File: src/rtl/led_peak_meter.sv
// led_peak_meter: eight-channel peak meter with hold and exponential decay.
// One strobe snapshots all channels. The channels are then updated one per
// cycle and the LED levels are published together in a single cycle.
module led_peak_meter #(
  parameter int unsigned W            = 16,
  parameter int unsigned DECAY_SHIFT  = 4,
  parameter int unsigned HOLD_SAMPLES = 2400
) (
  input  logic                clk_256fs,
  input  logic                rst,
  input  logic                strobe,
  input  logic signed [W-1:0] in0,
  input  logic signed [W-1:0] in1,
  input  logic signed [W-1:0] in2,
  input  logic signed [W-1:0] in3,
  input  logic signed [W-1:0] in4,
  input  logic signed [W-1:0] in5,
  input  logic signed [W-1:0] in6,
  input  logic signed [W-1:0] in7,
  output logic signed [7:0]   led0,
  output logic signed [7:0]   led1,
  output logic signed [7:0]   led2,
  output logic signed [7:0]   led3,
  output logic signed [7:0]   led4,
  output logic signed [7:0]   led5,
  output logic signed [7:0]   led6,
  output logic signed [7:0]   led7,
  output logic                busy,
  output logic                overrun
);

  localparam int unsigned NCH = 8;
  localparam int unsigned PW  = W - 1;
  localparam int unsigned HW  = (HOLD_SAMPLES < 1) ? 1 : $clog2(HOLD_SAMPLES + 1);
  localparam logic [HW-1:0] HOLD_INIT = HW'(HOLD_SAMPLES);

  typedef enum logic [1:0] {
    S_IDLE   = 2'd0,
    S_PROC   = 2'd1,
    S_UPDATE = 2'd2
  } state_t;

  state_t              r_state;
  logic [2:0]          r_idx;
  logic signed [W-1:0] r_snap [NCH];
  logic [PW-1:0]       r_peak [NCH];
  logic                r_sgn  [NCH];
  logic [HW-1:0]       r_hold [NCH];
  logic signed [7:0]   r_led  [NCH];
  logic                r_busy;
  logic                r_overrun;

  logic signed [W-1:0] w_in [NCH];
  logic signed [W-1:0] w_x;
  logic [PW-1:0]       w_a;
  logic [PW-1:0]       w_cur_peak;
  logic [HW-1:0]       w_cur_hold;
  logic                w_cur_sgn;
  logic [PW-1:0]       w_shr;
  logic [PW-1:0]       w_peak_nxt;
  logic [HW-1:0]       w_hold_nxt;
  logic                w_sgn_nxt;
  logic [7:0]          w_mag [NCH];
  logic signed [7:0]   w_led [NCH];

  assign w_in[0] = in0;
  assign w_in[1] = in1;
  assign w_in[2] = in2;
  assign w_in[3] = in3;
  assign w_in[4] = in4;
  assign w_in[5] = in5;
  assign w_in[6] = in6;
  assign w_in[7] = in7;

  assign led0    = r_led[0];
  assign led1    = r_led[1];
  assign led2    = r_led[2];
  assign led3    = r_led[3];
  assign led4    = r_led[4];
  assign led5    = r_led[5];
  assign led6    = r_led[6];
  assign led7    = r_led[7];
  assign busy    = r_busy;
  assign overrun = r_overrun;

  // Next peak/sign/hold for the channel currently selected by r_idx
  always_comb begin
    w_x        = r_snap[r_idx];
    w_cur_peak = r_peak[r_idx];
    w_cur_hold = r_hold[r_idx];
    w_cur_sgn  = r_sgn[r_idx];
    w_peak_nxt = w_cur_peak;
    w_hold_nxt = w_cur_hold;
    w_sgn_nxt  = w_cur_sgn;

    // |x| computed on the low W-1 bits; the most negative code saturates
    if (w_x[W-1]) begin
      if (w_x[PW-1:0] == '0) begin
        w_a = '1;
      end else begin
        w_a = PW'(~w_x[PW-1:0] + PW'(1));
      end
    end else begin
      w_a = w_x[PW-1:0];
    end

    w_shr = w_cur_peak >> DECAY_SHIFT;

    if (w_a >= w_cur_peak) begin
      w_peak_nxt = w_a;
      w_sgn_nxt  = w_x[W-1];
      w_hold_nxt = HOLD_INIT;
    end else if (w_cur_hold != '0) begin
      w_hold_nxt = w_cur_hold - HW'(1);
    end else if (w_shr != '0) begin
      w_peak_nxt = w_cur_peak - w_shr;
    end else if (w_cur_peak != '0) begin
      w_peak_nxt = w_cur_peak - PW'(1);
    end
  end

  // Signed LED level for every channel from the top 7 peak bits
  always_comb begin
    for (int i = 0; i < NCH; i++) begin
      w_mag[i] = {1'b0, r_peak[i][PW-1:PW-7]};
      w_led[i] = r_sgn[i] ? $signed(8'(~w_mag[i] + 8'd1)) : $signed(w_mag[i]);
    end
  end

  // Control FSM with snapshot, per-channel state and registered outputs
  always_ff @(posedge clk_256fs or negedge rst) begin
    if (!rst) begin
      r_state   <= S_IDLE;
      r_idx     <= 3'd0;
      r_busy    <= 1'b0;
      r_overrun <= 1'b0;
      for (int i = 0; i < NCH; i++) begin
        r_snap[i] <= '0;
        r_peak[i] <= '0;
        r_sgn[i]  <= 1'b0;
        r_hold[i] <= '0;
        r_led[i]  <= '0;
      end
    end else begin
      if (strobe && (r_state != S_IDLE)) begin
        r_overrun <= 1'b1;
      end
      case (r_state)
        S_IDLE: begin
          if (strobe) begin
            for (int i = 0; i < NCH; i++) begin
              r_snap[i] <= w_in[i];
            end
            r_idx   <= 3'd0;
            r_state <= S_PROC;
            r_busy  <= 1'b1;
          end
        end
        S_PROC: begin
          r_peak[r_idx] <= w_peak_nxt;
          r_sgn[r_idx]  <= w_sgn_nxt;
          r_hold[r_idx] <= w_hold_nxt;
          r_idx         <= r_idx + 3'd1;
          if (r_idx == 3'd7) begin
            r_state <= S_UPDATE;
          end
        end
        S_UPDATE: begin
          for (int i = 0; i < NCH; i++) begin
            r_led[i] <= w_led[i];
          end
          r_state <= S_IDLE;
          r_busy  <= 1'b0;
        end
        default: begin
          r_state <= S_IDLE;
          r_busy  <= 1'b0;
        end
      endcase
    end
  end

endmodule

File: config.mk
export PLATFORM = sky130hd
export DESIGN_NAME = led_peak_meter
export DESIGN_NICKNAME = d
export VERILOG_FILES = /design/src/rtl/led_peak_meter.sv
export SDC_FILE = /design/constraint.sdc
export NUM_CORES = 1
export LEC_CHECK = 0
export ABC_AREA = 1
export BUFFER_PORTS_ARGS = -buffer_cell sky130_fd_sc_hd__buf_4
export CAP_MARGIN = 10
export CORE_MARGIN = 8
export CORE_UTILIZATION = 60
export DETAILED_ROUTE_END_ITERATION = 6
export PLACE_DENSITY = 0.89
export SLEW_MARGIN = 20
export SYNTH_ARGS = -nofsm -noshare
export SYNTH_HDL_FRONTEND = slang
export SYNTH_SLANG_ARGS = --single-unit
File: constraint.sdc
create_clock -name clk_256fs -period 4.7 [get_ports clk_256fs]
set_input_delay 0.47 -clock clk_256fs [delete_from_list [all_inputs] [get_ports clk_256fs]]
set_output_delay 0.47 -clock clk_256fs [all_outputs]
set_load 0.01 [all_outputs]
== Yosys cells after proc, flatten, opt, wreduce, memory -nomap -nowiden ==
Cells that the tools add are included.
Cells by class
  add/sub/neg operators: 13
  magnitude comparators: 3
  eq/ne operators: 5
  muxes and demuxes: 45
  bitwise gates (word level): 11
  reductions and logical operators: 13
Operator list (count)
  two-way mux 15 bit: 9
  bitwise mux 120 bit: 1
  bitwise mux 96 bit: 1
  adder 8 x 1 -> 8 bit, second input constant: 8
  two-way mux 8 bit: 8
  inverter 7 -> 8 bit: 8
  two-way mux 12 bit: 5
  binary-select mux 16 bit (select 3 bit): 1
  binary-select mux 15 bit (select 3 bit): 1
  demux 15 bit (select 3 bit): 1
  binary-select mux 12 bit (select 3 bit): 1
  demux 12 bit (select 3 bit): 1
  two-way mux 16 bit: 2
  nonzero test 15 bit: 2
  adder 15 x 1 -> 15 bit, second input constant: 1
  >= comparator 15 bit: 1
  logical NOT 15 bit: 1
  inverter 15 bit: 1
  subtractor 15 x 1 -> 15 bit, second input constant: 1
  subtractor 15 x 11 -> 15 bit: 1
  nonzero test 12 bit: 1
  subtractor 12 x 1 -> 12 bit, second input constant: 1
  bitwise mux 8 bit: 1
  AND reduction 2 bit: 4
  other kinds (20): 28
Storage, ports and cells
  flip-flop bits (word level): 423
  output and inout bits: 66

== Longest topological paths before layout ==
Gate-level depths: netlist of run 1.
  depth after elaboration: 11
  mapped depth: 33

== Worst setup path after synthesis of run 1 ==
No wires, ideal clock.
  path kind: reg2reg
  start: reg r_idx[0]
  end: reg r_hold[5] in the netlist's numbering
  arrival: 3.957 ns
  data required time: 4.570 ns
  path slack: 0.614 ns
  cell stages (with the launch flop): 33
  buffers on the path: 5
  period minus slack after synthesis: 4.086 ns
  cells stage by stage: dfrtp_1 buf_6 buf_6 buf_6 buf_6 nor2_1 nor2_1 o21ai_0 nand4_2 inv_1 ha_1 nand2_1 nor2_1 nand2_1 nor2_2 nand4_4 inv_2 nor2_1 inv_1 ha_1 a21oi_1 o21ai_0 a21oi_1 o21ai_0 nand2_1 nand2_1 nand2_1 nand3_1 clkinv_1 buf_4 o211ai_1 nand2_1 o21ai_1
On the way
  word-level cells in the longest chain between the ends: 11
  elaborated cells between the ends (all ways): 26
  classes of those cells: add/sub (2); order compare (3); mux (16); bitwise (2); reduce/logical (3)
RTL lines
  start: declaration: line 44  | logic [2:0] r_idx;
  start signal: assignment: line 163  | r_idx <= r_idx + 3'd1;
  inverter 3 -> 4 bit (not written as such) (*)
  binary-select mux 16 bit (select 3 bit): line 88  | w_x = r_snap[r_idx];
  two-way mux 16 bit (not written as such) (2 in a row): line 88
  inverter 15 bit: line 101  | w_a = PW'(~w_x[PW-1:0] + PW'(1));
  adder 15 x 1 -> 15 bit: line 101
  two-way mux 15 bit: line 98  | if (w_x[PW-1:0] == '0) begin
  two-way mux 15 bit: line 97  | if (w_x[W-1]) begin
  >= comparator 15 bit: line 109  | if (w_a >= w_cur_peak) begin
  two-way mux 12 bit: line 109
  bitwise mux 96 bit (*): line 162  | r_hold[r_idx] <= w_hold_nxt;
  end signal: indexed assignment: line 162
  end: declaration: line 48  | logic [HW-1:0] r_hold [NCH];
Every way passes the cells marked *; elsewhere a longest branch is shown, timed or not. The select of a mux whose other input is x is not followed.
A chain may end at the register's enable or synchronous reset.

== Worst setup path in the final report of run 1 ==
  start: reg r_idx[0]
  end: reg r_peak[86] in the netlist's numbering
On the way
  word-level cells in the longest chain between the ends: 11
  elaborated cells between the ends (all ways): 31
  classes of those cells: add/sub (3); order compare (3); mux (18); bitwise (2); reduce/logical (5)
RTL lines
  inverter 3 -> 4 bit (not written as such) (*)
  binary-select mux 16 bit (select 3 bit): line 88
  two-way mux 16 bit (not written as such) (2 in a row): line 88
  inverter 15 bit: line 101
  adder 15 x 1 -> 15 bit: line 101
  two-way mux 15 bit: line 98
  two-way mux 15 bit: line 97
  >= comparator 15 bit: line 109
  two-way mux 15 bit: line 109
  bitwise mux 120 bit (*): line 160  | r_peak[r_idx] <= w_peak_nxt;
  end signal: indexed assignment: line 160
  end: declaration: line 46  | logic [PW-1:0] r_peak [NCH];
Marks and branches as above.

==> results of run 1 <==
## worst register-to-register path: stages, from the launching register on
cell	delay, ns
dfrtp_4	0.56
inv_4	0.31
buf_4	0.60
nand2_1	0.18
nand3_1	0.25
nand2_1	0.14
nor2_4	0.32
ha_1	0.35
a21oi_1	0.15
a21boi_0	0.31
nand3_1	0.20
nand2_1	0.10
nand2_1	0.07
xor2_1	0.14
nand2_1	0.07
nand2_1	0.05
nand2_1	0.05
nand2_1	0.06
nand2_2	0.07
nand2_4	0.12
nand2_1	0.11
nand2_1	0.07
## worst min path at each step
stage	depth (start not counted)	from	to
3_3_place_gp	2	r_peak[46]	r_peak[46]
4_1_cts	1	rst	led3[6]
5_1_grt	1	rst	led5[4]
2_1_floorplan	0	rst	busy
3_5_place_dp	2	r_peak[18]	r_peak[18]
6_report	1	rst	led5[0]
## cell families after synthesis
kind of cell | Yosys count | share of synthesized area
xor gates and xnor gates | 64 | 0.0251
buffers and inverters | 329 | 0.0671
muxes | 119 | 0.0600
AOI/OAI and AO/OA | 525 | 0.134
DFF | 423 | 0.474
and+or+nand+nor | 1125 | 0.218
adders and majority gates | 40 | 0.0227
## synthesized netlist by cell type (all sizes together)
cell type	instances	area, um^2
a211oi	1	7.51
a21boi	1	7.51
a21o	3	22.5
a21oi	66	338
a31oi	18	113
and2	1	6.26
and3	1	6.26
buf	72	532
clkbuf	64	240
clkinv	5	18.8
dfrtp	423	10600
fa	1	20.0
ha	39	488
inv	188	708
mux2	119	1340
nand2	653	2540
nand3	85	473
nand3b	5	50.1
nand4	17	146
nor2	322	1400
nor3	25	146
nor3b	2	15.0
nor4	2	12.5
o211ai	55	453
o21a	1	7.51
o21ai	346	1790
o21bai	2	15.0
o22ai	4	25.0
o31a	1	8.76
o31ai	27	203
or2	12	75.1
xnor2	6	52.6
xor2	58	508
## through the flow
| step | std cells | util |
|---|---|---|
| finish | 3302 | 0.706 |
| global route | 3302 | 0.706 |
| detailed placement | 3214 | 0.661 |
| global placement | 3214 | 0.661 |
| floorplan | 2625 | - |
| CTS | 3291 | 0.701 |
## final cells by class
cell class | count | area, um^2 | area share
clock inverters | 18 | 246 | 0.00953
flip-flops and latches | 423 | 10600 | 0.410
multi-input cells | 1873 | 10300 | 0.400
repair buffers | 268 | 2130 | 0.0823
well taps | 468 | 586 | 0.0227
inverters | 193 | 729 | 0.0282
clock buffers | 59 | 1230 | 0.0475
## timing repair
action,CTS,global route
endpoints found under the hold margin,0,0
hold buffers,0,0
gates resized for setup,0,27
setup endpoints to repair,0,214
setup buffers,0,10
## metal layers
layer / vias up / wire length [um] / GRT usage
li1: 8948 / - / -
met1: 9539 / 26000 / 0.378
met2: 1104 / 31600 / 0.487
met3: 233 / 5800 / 0.0618
met4: 0 / 3520 / 0.154
met5: - / 0 / 0
## layout by cell type, fill, tap and decap left out, types with 12 or more instances in the layout
cell,count
ha_1,39
nor2_4,16
nand2_1,624
a21oi_1,64
clkbuf_16,46
xor2_1,58
buf_4,255
o211ai_1,47
nand3_1,74
inv_1,176
a31oi_1,18
o21ai_0,235
o21ai_2,13
nor2_1,279
nor3_1,22
nand4_1,12
dfrtp_1,421
o31ai_1,27
o21ai_1,96
mux2_2,119
nand2_2,20
nor2_2,26
==> out/results.ini, run 1 <==
[status]
status = finished with violations
failed_checks = design-rule violations, negative hold slack

[setup_path]
slowest_stage = buf_4
reg2reg_setup_slack_ns = 0.31
crit_end = r_peak[86]
required_ns = 5.15
critPathMaxStageDelay_ns = 0.60
cp.depth = 21
crit_start = r_idx[0]
crit_fanout = 62
reg2reg_depth = 21
cp-start-kind = flip-flop
cp_data_arrival_time_ns = 4.84
crit_chain = inv_4 -> buf_4 -> nand2_1 -> nand3_1 -> nand2_1 -> nor2_4 -> ha_1 -> a21oi_1 -> a21boi_0 -> nand3_1 -> nand2_1 -> nand2_1 -> xor2_1 -> nand2_1 -> nand2_1 -> nand2_1 -> nand2_1 -> nand2_2 -> nand2_4 -> nand2_1 -> nand2_1
crit_path_end_kind = flip-flop
worst-path-buf-inv = 2
setup.worst_path.class = flip-flop to flip-flop
crit_top_cell = nand2_1
path_delay_family = simple AND/OR/NAND/NOR gates
timing.rr.end = r_peak[86]
rr_startpoint = r_idx[0]

[cells_and_area]
diodes = 0
fin_area_um2 = 25900
fillers = 2655
largest_register_ffs = 128
top_register = r_snap
final_nets = 2974
reg.largest.list = r_snap: 128 flops, r_peak: 120 flops, r_hold: 96 flops
area_growth_pct = 15.7
final_layout_size_suffix_gt1_frac = 0.209

[cts]
clock-sinks = 423
worstSkewPairLatency_ns = 0.57
cts_made_buffers = 44
cts_tree = built
cts_root_buf = clkbuf_16
cts_buffer_depth = 3
htree_num_levels = 2
path_clk_slew_ns = 0.06

[global_route]
grt_pass1_wl_mm = 106
antenna_found_initial = 0
grt_max_degree = 116
grt_use_total = 0.300
grt_pass1_vias = 20000
grt_overflow = 0

[drt]
drt_iter0_markers = 2119
wl_per_cell_um = 20.3
avgViaCountPerCell = 6.00
ant_nets = 0
dr_total_vias = 19800
wl_mm = 66.9
drc = 8
drt_pass1_iterations = 7

[place]
place_hpwl_mm = 46.1
io_buffers = 196
place_congestion = 0.970
place_area_um2 = 24200
dp_slack_ns = 0.237

[synthesis]
synth.avg_cell_area_um2 = 8.51
synth_nets = 2796
synthCells = 2625
synth_area_um2 = 22400
synth_seq_cells = 423
ys_seq_area_frac = 0.474
ys_types = 57
yosys_warnings = 0

[floorplan]
initial_core_util = 0.611
rows = 70
core-area_um2 = 36600
die_w_um = 209
top_level_ports = 197
dieArea_um2 = 43700
dieHeight_um = 209

[sta]
finalSetupViolations = 0
timing.hold.ws_ns = -0.0553
setup_ws_ns = 0.306
min_period_ns = 4.39
maxSlewViolCount = 0
setup_tns_ns = 0
max_freq_ghz = 0.228
finalClockSkew_ns = 0.0127
hold_viol = 13
slew_headroom = 0.364
worst_slew_pin_slew_ns = 0.953
min_period_over_period = 0.935

[flow_run]
drv_cap = 0

[hold_path]
min_path_type = primary input to asynchronous set/reset pin

Power of run 1 is left out: the tool's default activity adds up to more than one toggle a clock period on the data nets, which glitch-free logic cannot reach.
==> run 2: changes to the inputs <==
==> config.mk (replaced) <==
export PLATFORM = sky130hd
export DESIGN_NAME = led_peak_meter
export DESIGN_NICKNAME = d
export VERILOG_FILES = /design/src/rtl/led_peak_meter.sv
export SDC_FILE = /design/constraint.sdc
export NUM_CORES = 1
export LEC_CHECK = 0
export ABC_AREA = 1
export BUFFER_PORTS_ARGS = -buffer_cell sky130_fd_sc_hd__clkbuf_2
export CAP_MARGIN = 10
export CORE_MARGIN = 8
export CORE_UTILIZATION = 55
export DETAILED_ROUTE_END_ITERATION = 6
export PLACE_DENSITY = 0.83
export SYNTH_ARGS = -nofsm -noshare
export SYNTH_HDL_FRONTEND = slang
export SYNTH_SLANG_ARGS = --single-unit
==> out/results.ini, run 2 (synthesis results as in run 1) <==
[setup_path]
reg2reg_setup_slack_ns = 0.31  ; about the same
rr_startpoint = r_idx[0]
reg2reg_depth = 27  ; +29%
setup.worst_path.class = flip-flop to flip-flop
crit_fanout = 31  ; -50%
timing.rr.end = r_peak[57]
required_ns = 5.16  ; about the same
crit_path_end_kind = flip-flop
cp_data_arrival_time_ns = 4.85  ; about the same
cp-start-kind = flip-flop

[cts]
cts_buffer_depth = 3  ; unchanged
cts_tree = built
htree_num_levels = 2  ; unchanged
worstSkewPairLatency_ns = 0.59  ; +0.02 ns
cts_root_buf = clkbuf_16
clock-sinks = 423  ; unchanged
path_clk_slew_ns = 0.06  ; about the same
cts_made_buffers = 45  ; +2.3%

[status]
status = finished with violations
failed_checks = design-rule violations

[flow_run]
drv_cap = 0  ; unchanged

[floorplan]
rows = 74  ; +5.7%
core-area_um2 = 40500  ; +11%
dieArea_um2 = 47300  ; +8.4%
die_w_um = 218  ; +4.1%
top_level_ports = 197  ; unchanged
dieHeight_um = 218  ; +4.1%
initial_core_util = 0.552  ; -0.0581

[sta]
hold_viol = 0  ; -13
min_period_over_period = 0.933  ; -0.00139
worst_slew_pin_slew_ns = 1.04  ; +0.0881 ns
finalSetupViolations = 0  ; unchanged
max_freq_ghz = 0.228  ; +0.15%
maxSlewViolCount = 0  ; unchanged
min_period_ns = 4.39  ; -0.00654 ns
rsz0062_at_grt = yes
setup_tns_ns = 0  ; unchanged
slew_headroom = 0.301  ; -0.0630
finalClockSkew_ns = 0.0281  ; +0.0154 ns

[cells_and_area]
top_register = r_snap
mostFrequentLayoutCells = 625 x nand2_1, 421 x dfrtp_1, 281 x nor2_1
fillers = 3305  ; +24%
final_core_util = 0.625  ; -0.0807
fin_area_um2 = 25300  ; -2.1%
area_growth_pct = 13.2
diodes = 0  ; unchanged
reg.largest.list = r_snap: 128 flops, r_peak: 120 flops, r_hold: 96 flops
final_nets = 2967  ; -0.24%
layout_commonest_cell = nand2_1
largest_register_ffs = 128  ; unchanged
fin_cells = 3362  ; +1.8%
final_layout_size_suffix_gt1_frac = 0.206  ; -0.00289

[place]
place_hpwl_mm = 44.6  ; -3.3%
dp_cells = 3277  ; +2.0%
place_area_um2 = 23800  ; -1.8%
place_congestion = 0.967  ; -0.32%
io_buffers = 196  ; unchanged

[drt]
drt_iter0_markers = 2045  ; -3.5%
wl_per_cell_um = 19.2  ; -5.0%
ant_nets = 0  ; unchanged
drc = 1  ; -7
drt_pass1_iterations = 7  ; unchanged
avgViaCountPerCell = 5.80  ; -3.3%
dr_total_vias = 19500  ; -1.6%
wl_mm = 64.7  ; -3.3%

[global_route]
grt_pass1_vias = 19300  ; -3.3%
grt_max_degree = 127  ; +9.5%
grt_use_total = 0.269  ; -0.0312
antenna_found_initial = 0  ; unchanged
grt_pass1_wl_mm = 103  ; -3.2%
grt_overflow = 0  ; unchanged

[hold_path]
hold_start = in3[13]
holdPathStages = 2
min_path_type = primary input to flip-flop
holdPathEnd = r_snap[77]

run 2: critical path, cell delays in order (launching register included):
cell and delay (ns):
dfrtp_4 0.57, clkbuf_4 0.22, buf_4 0.21, nor2_1 0.15, nor2_1 0.06, o21ai_0 0.09, nand2_1 0.10, nor2_1 0.18
nand2_1 0.16, nor3_4 0.22, nand4_4 0.19, inv_2 0.15, nor2_1 0.07, inv_1 0.06, ha_1 0.25, a21oi_1 0.15
o21ai_0 0.10, a21oi_1 0.13, o21ai_0 0.08, nand2_1 0.06, nand2_1 0.05, nand2_1 0.05, nand3_1 0.10, clkinv_1 0.11
buf_12 0.21, o211ai_2 0.26, nand3_1 0.18, nand2_1 0.08
run 2: what timing repair did:
| action | CTS | global route |
|---|---|---|
| hold buffers | 1 | 0 |
| hold endpoints to repair | 34 | 0 |
| endpoints found under the setup margin | 0 | 207 |
| resized for setup | 0 | 12 |
| setup buffers | 0 | 3 |
run 2: per-layer routing:
metal | share of wire | track usage | vias to the layer above | wire [um]
met2 | 0.46 | 0.436 | 996 | 30000
met4 | 0.049 | 0.134 | 0 | 3140
met5 | 0 | 0 | - | 0
met3 | 0.088 | 0.0458 | 208 | 5670
met1 | 0.40 | 0.347 | 9338 | 25900
li1 | - | - | 8974 | -
run 2: cell type report:
| cell class | count | area [um^2] | area share |
|---|---|---|---|
| multi-input combinational | 1873 | 10300 | 0.408 |
| timing repair buffer | 260 | 1540 | 0.0609 |
| tap | 532 | 666 | 0.0263 |
| sequential | 423 | 10600 | 0.418 |
| clock inverter | 21 | 201 | 0.00796 |
| clock buffer | 60 | 1260 | 0.0499 |
| inverter | 193 | 727 | 0.0287 |
run 2: worst max path at each step:
| stage | endpoint | from |
|---|---|---|
| final | r_peak[57] | r_idx[0] |
| after global routing | r_hold[94] | r_idx[0] |
| after CTS | r_hold[31] | r_idx[0] |
| after detailed placement | r_hold[77] | r_idx[0] |
| after global placement | r_peak[53] | r_idx[0] |
| after floorplan | r_hold[5] | r_idx[0] |
run 2: metrics by stage:
stage / hold slack (ns) / worst slack (ns)
after CTS: 0.0876 / 0.219
after global routing: 0.102 / -0.00736
after floorplan: 0.174 / 0.614
after global placement: 0.454 / 0.301
after detailed placement: 0.465 / 0.247
final: 0.114 / 0.313
Power of run 2 is left out for the same reason.
